[src/rtl/cmd_reg_slave.sv]
// -----------------------------------------------------------------------------
// cmd_reg_slave
//   Responder end of the cmd bus. A master raises sel with rd_wr_n, byte_addr
//   and wdata and holds sel until ack. The block runs a small IDLE/WAIT/ACK
//   FSM with a programmable number of wait states. It then completes the access
//   against a bank of NUM_REGS word registers:
//     - RW registers drive ctrl_regs toward the fabric.
//     - RO registers (RO_MASK bit set) return the matching status_in slice.
//   Addresses that fail decode are still acked, so a bad access never stalls
//   the bus. Such accesses return ERR_DATA on reads and bump a saturating
//   error counter.
//
// Ports
//   clk        in   1                   system clock
//   rst_n      in   1                   async active-low reset (sync release)
//   sel        in   1                   cmd request, held until ack
//   rd_wr_n    in   1                   1 = read, 0 = write
//   byte_addr  in   ADDR_BITS           byte address
//   wdata      in   DATA_BITS           write data
//   ack        out  1                   one-cycle completion pulse
//   rdata      out  DATA_BITS           read data, valid with ack, held after
//   ctrl_regs  out  NUM_REGS*DATA_BITS  RW register contents, reg i at slice i
//   status_in  in   NUM_REGS*DATA_BITS  RO register sources
//   wr_pulse   out  NUM_REGS            one-cycle pulse per written register
//   err_cnt    out  8                   saturating decode-error count
// -----------------------------------------------------------------------------
module cmd_reg_slave #(
  parameter int unsigned          ADDR_BITS   = 26,
  parameter int unsigned          DATA_BITS   = 32,
  parameter int unsigned          NUM_REGS    = 16,
  parameter logic [ADDR_BITS-1:0] BASE_ADDR   = '0,
  parameter int unsigned          WAIT_STATES = 1,
  parameter logic [NUM_REGS-1:0]  RO_MASK     = '0,
  parameter logic [DATA_BITS-1:0] ERR_DATA    = DATA_BITS'(32'hBAD0_ADD0)
) (
  input  logic                          clk,
  input  logic                          rst_n,
  input  logic                          sel,
  input  logic                          rd_wr_n,
  input  logic [ADDR_BITS-1:0]          byte_addr,
  input  logic [DATA_BITS-1:0]          wdata,
  output logic                          ack,
  output logic [DATA_BITS-1:0]          rdata,
  output logic [NUM_REGS*DATA_BITS-1:0] ctrl_regs,
  input  logic [NUM_REGS*DATA_BITS-1:0] status_in,
  output logic [NUM_REGS-1:0]           wr_pulse,
  output logic [7:0]                    err_cnt
);

  localparam int unsigned          IDX_W      = (NUM_REGS > 1) ? $clog2(NUM_REGS) : 1;
  localparam logic [3:0]           WS         = 4'(WAIT_STATES);
  localparam logic [ADDR_BITS-3:0] WORD_LIMIT = (ADDR_BITS-2)'(NUM_REGS);

  typedef enum logic [1:0] {
    ST_IDLE,
    ST_WAIT,
    ST_ACK
  } state_t;

  // ---------------------------------------------------------------------------
  // Reset synchronizer: assertion reaches every flop at once, release is
  // aligned to clk so no flop sees a reset-recovery violation.
  // ---------------------------------------------------------------------------
  logic [1:0] r_rst_sync;
  logic       w_rst_n;

  always_ff @(posedge clk or negedge rst_n) begin
    if (!rst_n) r_rst_sync <= 2'b00;
    else        r_rst_sync <= {r_rst_sync[0], 1'b1};
  end

  assign w_rst_n = r_rst_sync[1];

  // ---------------------------------------------------------------------------
  // State and captured request
  // ---------------------------------------------------------------------------
  state_t                 r_state, w_next_state;
  logic [3:0]             r_cnt, w_cnt_next;
  logic                   w_capture;
  logic                   w_fire;

  logic                   r_rd;
  logic [ADDR_BITS-1:0]   r_addr;
  logic [DATA_BITS-1:0]   r_wdata;

  logic                   r_ack;
  logic [DATA_BITS-1:0]   r_rdata;
  logic [NUM_REGS-1:0]    r_wr_pulse;
  logic [7:0]             r_err_cnt;
  logic [DATA_BITS-1:0]   r_regs [NUM_REGS];

  // NOTE: every output of an always_comb gets a default before the case so no
  // path leaves it unassigned -- that is what keeps latches from being inferred.
  always_comb begin
    w_next_state = r_state;
    w_cnt_next   = r_cnt;
    w_capture    = 1'b0;
    case (r_state)
      ST_IDLE: begin
        if (sel) begin
          w_capture    = 1'b1;
          w_cnt_next   = WS;
          w_next_state = (WS == 4'd0) ? ST_ACK : ST_WAIT;
        end
      end
      ST_WAIT: begin
        // The WAIT cycle holding cnt==1 is the last one; sel dropping in any
        // WAIT cycle abandons the access with no side effects.
        if (!sel) begin
          w_next_state = ST_IDLE;
        end else if (r_cnt <= 4'd1) begin
          w_next_state = ST_ACK;
          w_cnt_next   = 4'd0;
        end else begin
          w_cnt_next   = r_cnt - 4'd1;
        end
      end
      ST_ACK:  w_next_state = ST_IDLE;
      default: w_next_state = ST_IDLE;
    endcase
  end

  // The access completes on the edge that enters ACK.
  assign w_fire = (w_next_state == ST_ACK);

  // ---------------------------------------------------------------------------
  // Decode. With zero wait states the access completes on the capture edge, so
  // the live inputs stand in for the not-yet-captured fields.
  // ---------------------------------------------------------------------------
  logic                 w_cur_rd;
  logic [ADDR_BITS-1:0] w_cur_addr;
  logic [DATA_BITS-1:0] w_cur_wdata;
  logic [ADDR_BITS-1:0] w_off;
  logic [ADDR_BITS-3:0] w_word;
  logic [IDX_W-1:0]     w_idx;
  logic                 w_err;
  logic                 w_is_ro;
  logic [DATA_BITS-1:0] w_rd_val;

  always_comb begin
    w_cur_rd    = (r_state == ST_IDLE) ? rd_wr_n   : r_rd;
    w_cur_addr  = (r_state == ST_IDLE) ? byte_addr : r_addr;
    w_cur_wdata = (r_state == ST_IDLE) ? wdata     : r_wdata;

    // Modular subtraction: addresses below BASE_ADDR wrap to a huge word
    // index and fall out through the range check.
    w_off   = w_cur_addr - BASE_ADDR;
    w_word  = w_off[ADDR_BITS-1:2];
    w_idx   = w_word[IDX_W-1:0];
    w_err   = (w_off[1:0] != 2'b00) || (w_word >= WORD_LIMIT);
    w_is_ro = RO_MASK[w_idx];

    if (w_err)        w_rd_val = ERR_DATA;
    else if (w_is_ro) w_rd_val = status_in[w_idx*DATA_BITS +: DATA_BITS];
    else              w_rd_val = r_regs[w_idx];
  end

  // ---------------------------------------------------------------------------
  // Sequential state
  // ---------------------------------------------------------------------------
  // NOTE: sequential state uses non-blocking assignments so every flop samples
  // pre-edge values regardless of statement order.
  always_ff @(posedge clk or negedge w_rst_n) begin
    if (!w_rst_n) begin
      r_state    <= ST_IDLE;
      r_cnt      <= 4'd0;
      r_rd       <= 1'b0;
      r_addr     <= '0;
      r_wdata    <= '0;
      r_ack      <= 1'b0;
      r_rdata    <= '0;
      r_wr_pulse <= '0;
      r_err_cnt  <= 8'd0;
      // NOTE: the register bank is reset explicitly because ctrl_regs is
      // visible to the fabric straight out of reset; a RAM-style bank left
      // unreset would hand it garbage.
      for (int i = 0; i < int'(NUM_REGS); i++) r_regs[i] <= '0;
    end else begin
      r_state    <= w_next_state;
      r_cnt      <= w_cnt_next;
      r_ack      <= w_fire;
      r_wr_pulse <= '0;

      if (w_capture) begin
        r_rd    <= rd_wr_n;
        r_addr  <= byte_addr;
        r_wdata <= wdata;
      end

      if (w_fire) begin
        if (w_err && (r_err_cnt != 8'hFF)) r_err_cnt <= r_err_cnt + 8'd1;
        if (w_cur_rd) begin
          r_rdata <= w_rd_val;
        end else if (!w_err && !w_is_ro) begin
          r_regs[w_idx]     <= w_cur_wdata;
          r_wr_pulse[w_idx] <= 1'b1;
        end
      end
    end
  end

  // ---------------------------------------------------------------------------
  // Outputs
  // ---------------------------------------------------------------------------
  assign ack      = r_ack;
  assign rdata    = r_rdata;
  assign wr_pulse = r_wr_pulse;
  assign err_cnt  = r_err_cnt;

  for (genvar g = 0; g < int'(NUM_REGS); g++) begin : g_ctrl
    assign ctrl_regs[g*DATA_BITS +: DATA_BITS] = r_regs[g];
  end

endmodule

[config.mk]
export PLATFORM = sky130hd
export DESIGN_NAME = cmd_reg_slave
export DESIGN_NICKNAME = d
export VERILOG_FILES = /design/src/rtl/cmd_reg_slave.sv
export SDC_FILE = /design/constraint.sdc
export NUM_CORES = 1
export LEC_CHECK = 0
export CAP_MARGIN = 20
export CORE_AREA = 5 5 447 449
export CTS_BUF_LIST = sky130_fd_sc_hd__clkbuf_2
export DETAILED_ROUTE_END_ITERATION = 7
export DIE_AREA = 0 0 452 454
export PLACE_DENSITY = 0.37
export SLEW_MARGIN = 20
export SYNTH_ARGS = -nofsm -noshare
export SYNTH_HDL_FRONTEND = slang
export SYNTH_SLANG_ARGS = --single-unit
[constraint.sdc]
create_clock -name clk -period 34.4 [get_ports clk]
set_input_delay 8.6 -clock clk [delete_from_list [all_inputs] [get_ports clk]]
set_output_delay 8.6 -clock clk [all_outputs]
set_load 0.005 [all_outputs]
==> flow_results.org <==
** Clock network
- The cell sitting at the root of the clock tree is a sky130_fd_sc_hd__clkbuf_2.
- CTS Buf Count :: 195
- Clock-pin slew on the worst setup and hold paths :: 0.09 ns
- Count of buffers added by post-CTS timing repair for setup :: 0
- Clk sink count :: 636
- Hold buffer count at CTS :: 0
- TritonCTS clock tree :: done
- Maximum clock insertion buffer count :: 3
- The H-tree generated during clock tree synthesis spans 4 levels.
- The number of gates resized after CTS was 0.
- Clock latency on the worst-skew pair :: 1.72 ns

** Critical path
- The critical path is of the flip-flop to primary output type.
- Crit path buffers/inverters :: 1
- Cell-by-cell trace of the critical path :: clkdlybuf4s50_1
- Crit-path slowest cell :: sky130_fd_sc_hd__clkdlybuf4s50_1
- Sort of element at the end of the critical path :: primary output
- In this run the critical register-to-register path is launched from r_rst_sync[1].
- Type of element launching the critical path :: flip-flop
- Setup slack on the worst reg-to-reg path comes out at 29.73 ns.
- Peak fanout along the critical path :: 3
- STA puts the critical path data required time at 25.80 ns.
- Top Family by Delay on Critical Path :: buffers and inverters
- Worst setup startpoint :: ctrl_regs[405]
- The largest single stage delay on the critical path is 0.86 ns.
- Data arrival, critical path :: 2.87 ns

** STA
- Clock skew on the completed layout was measured at 0.165 ns.
- Post-route worst setup slack :: 22.93 ns
- Total Neg Setup Slack :: 0 ns
- Setup violations remaining at the end of the flow were counted as 0.
- Headroom to the max-slew limit :: 22.7%
- Timing would allow up to 87.2 MHz.
- The final-report hold violation count was 0.
- Of the available clock period, the critical path in the final layout requires 33.3%.
- Setup repair after global routing left no endpoint under its margin.
- The worst path in the final design needs a cycle of 11.47 ns, including I/O delays and setup.
- Final slew viol count :: 0
- At the pin with the least slew margin, the transition time is 1.16 ns.

** Flow run
- Maxcap violations :: 0

** Layout
- Proportion of layout cells with a drive suffix above 1 :: 11.8%
- After the last flow step, the layout net total stands at 3903.
- Area added between synthesis and finish :: 41.1%
- Final cell utilization of the core :: 19.0%

** Die
- Initial standard-cell utilization of the core :: 13.4%
- The initialized floorplan defines 163 standard-cell rows.
- The die is 454 um tall.
- The core region is 196000 um2.
- IO Count :: 1143
- Die width :: 452 um
- The floorplan step defined a die boundary enclosing 205000 um2.

** Synthesis
- Post-synth top flop :: sky130_fd_sc_hd__dfrtp_1
- Summed instance area of the synthesized netlist :: 26300 um2
- Synthesized area per cell :: 9.89 um2
- In the synthesized netlist, the number of instances is 2660.
- Most frequent cell after synthesis :: sky130_fd_sc_hd__dfrtp_1
- After synthesis, the share of flip-flops with an asynchronous set or reset is 100%.
- The largest total area in the synthesized netlist belongs to sky130_fd_sc_hd__dfrtp_1.
- Sequential element share of the synthesized area :: 60.5%
- Cell types with the largest area share after synthesis :: sky130_fd_sc_hd__dfrtp_1, sky130_fd_sc_hd__a21oi_1, sky130_fd_sc_hd__nor2_1, sky130_fd_sc_hd__nand2_1, sky130_fd_sc_hd__o22ai_1
- Number of synthesized flops with an enable pin :: 0
- Top cells by instance count after synthesis :: sky130_fd_sc_hd__dfrtp_1, sky130_fd_sc_hd__nor2_1, sky130_fd_sc_hd__a21oi_1, sky130_fd_sc_hd__nand2_1, sky130_fd_sc_hd__o22ai_1
- #FFs+latches synth :: 636
- The share of synthesized area in the top cell type comes to 60.5%.
- Counting distinct cell types in the post-synthesis netlist gives 47.
- Post-Synthesis Net Count :: 3237
- Total number of yosys warnings :: 0

** Place
- Buffers placed on the I/O ports in this run total 630.
- At the end of routability-driven placement, the weighted congestion stood at 0.812.
- Setup Slack @ Placement :: 22.04 ns
- DPL Wire Length :: 110000 um

** Power and ir drop
- Summed over all cells, the static leakage comes to 0.0159 uW.
- VDD IR max :: 49.8 uV
- The completed layout was analyzed and its total power is 2230 uW.
- For this design the ratio of total power to cell area is 60.0 nW/um2.

** Status
- The run finished with clean final reports.

** GRT
- Entering global routing, the biggest net connects 123 pins.
- Initial antenna violation count :: 16
- Global-route wire length before repair :: 204000 um
- For this run, the total global-route usage over all layers was measured as 14.4%.
- Number of global-route vias before repair :: 23380
- The total overflow left after global routing is 0.

** Routing
- Remaining antenna violation count after routing :: 0
- The first detailed-routing pass took 5 iterations.
- After detailed routing, the number of remaining DRC violations is 0.
- Average detailed-routed wire length per instance :: 25.4 um
- The detailed router placed 23783 vias in this run.
- Vias per inst :: 3.97
- DRC marker count from the first detailed-route iteration :: 1755
- The final layout contains routed wiring with a total length of 152000 um.

** Min path
- The worst hold path begins at r_rst_sync[0].
- The tightest min-delay check is of the flip-flop to flip-flop type.
## final cells by class
cell class | count | area, um2
Fill cell | 21833 | 159000
Sequential cell | 636 | 15900
Multi-Input combinational cell | 1778 | 9580
Timing Repair Buffer | 707 | 6920
Tap cell | 2557 | 3200
Clock buffer | 248 | 1240
Clock inverter | 44 | 214
Inverter | 8 | 30.0
Antenna cell | 11 | 27.5
## metal layers
metal	track usage, %	part of all wire [%]	vias to the layer above
li1	-	-	10769
met1	17.3	41	11849
met2	23.8	48	848
met3	3.03	5.0	297
met4	8.17	6.0	20
met5	0	0.080	-
## cell usage in the layout (no fill, tap or decap), drive strengths merged, types with 2 or more instances in the layout
cell	Yosys	final
dfrtp	636	636
clkdlybuf4s50	0	630
nor2	439	439
a21oi	384	384
nand2	330	330
clkbuf	113	249
o22ai	177	177
o21ai	173	173
buf	125	76
a22o	64	64
a221oi	64	64
clkinv	0	34
mux2i	32	32
o31ai	17	17
inv	8	17
o32a	16	16
nor3b	15	15
nor4	12	12
diode	0	11
nand4	10	10
xnor2	6	6
nand2b	5	5
and3	4	4
o21a	4	4
nor3	3	3
nand3	3	3
a31oi	3	3
ha	3	3
or2	2	2
or4b	2	2
and2	2	2
## sequential cells by signal, summed over array words and instances, names as in the netlist
| register | flops |
|---|---|
| r_cnt | 4 |
| err_cnt | 8 |
| r_addr | 26 |
| r_rst_sync | 2 |
| r_wdata | 32 |
| ctrl_regs | 512 |
| ack | 1 |
| r_rd | 1 |
| wr_pulse | 16 |
| r_state | 2 |
| rdata | 32 |
## cell families (layout without fill, tap and decap cells)
kind of cell,count (synthesis),after routing,share of synthesized area (%)
compound gates,904,904,20.6
simple gates,830,830,12.9
flops,636,636,60.5
buf+inv,246,1007,4.36
mux,33,33,1.26
xor+xnor,7,7,0.233
fa+ha+maj,3,3,0.143
other cells,1,12,0.0143
## per-stage QoR
stage / cell area [um2] / hold WS [ns] / cells
floorplan: 26300 / 0.331 / 2660
global placement: 35600 / 0.336 / 5684
detailed placement: 35600 / 0.336 / 5684
CTS: 37100 / 0.361 / 5976
global route: 37100 / 0.384 / 5986
finish: 37100 / 0.349 / 5989
## final timing paths
| check | endpoint | depth (start not counted) |
|---|---|---|
| setup / recovery | ctrl_regs[405] | 1 |
| hold / removal | r_rst_sync[1] | 0 |
| setup reg to reg | ctrl_regs[155] | 5 |
| hold reg to reg | r_rst_sync[1] | 0 |
| max in group asynchronous | r_rst_sync[1] | 1 |
| min in group asynchronous | ctrl_regs[422] | 0 |
## power by group
| part | switching [uW] | leakage (uW) | internal, uW |
|---|---|---|---|
| Clock | 365 | 0.00114 | 197 |
| Sequential | 40.3 | 0.00871 | 795 |
| Combinational | 625 | 0.00606 | 204 |
| Total | 1030 | 0.0159 | 1200 |
## worst reg2reg max path, cell delays in order (launching register included)
cell	delay [ns]
sky130_fd_sc_hd__dfrtp_4	1.04
sky130_fd_sc_hd__buf_4	0.67
sky130_fd_sc_hd__buf_4	0.70
sky130_fd_sc_hd__buf_4	0.73
sky130_fd_sc_hd__buf_4	0.81
sky130_fd_sc_hd__buf_12	0.58
Power figures use the tool's default switching activity.
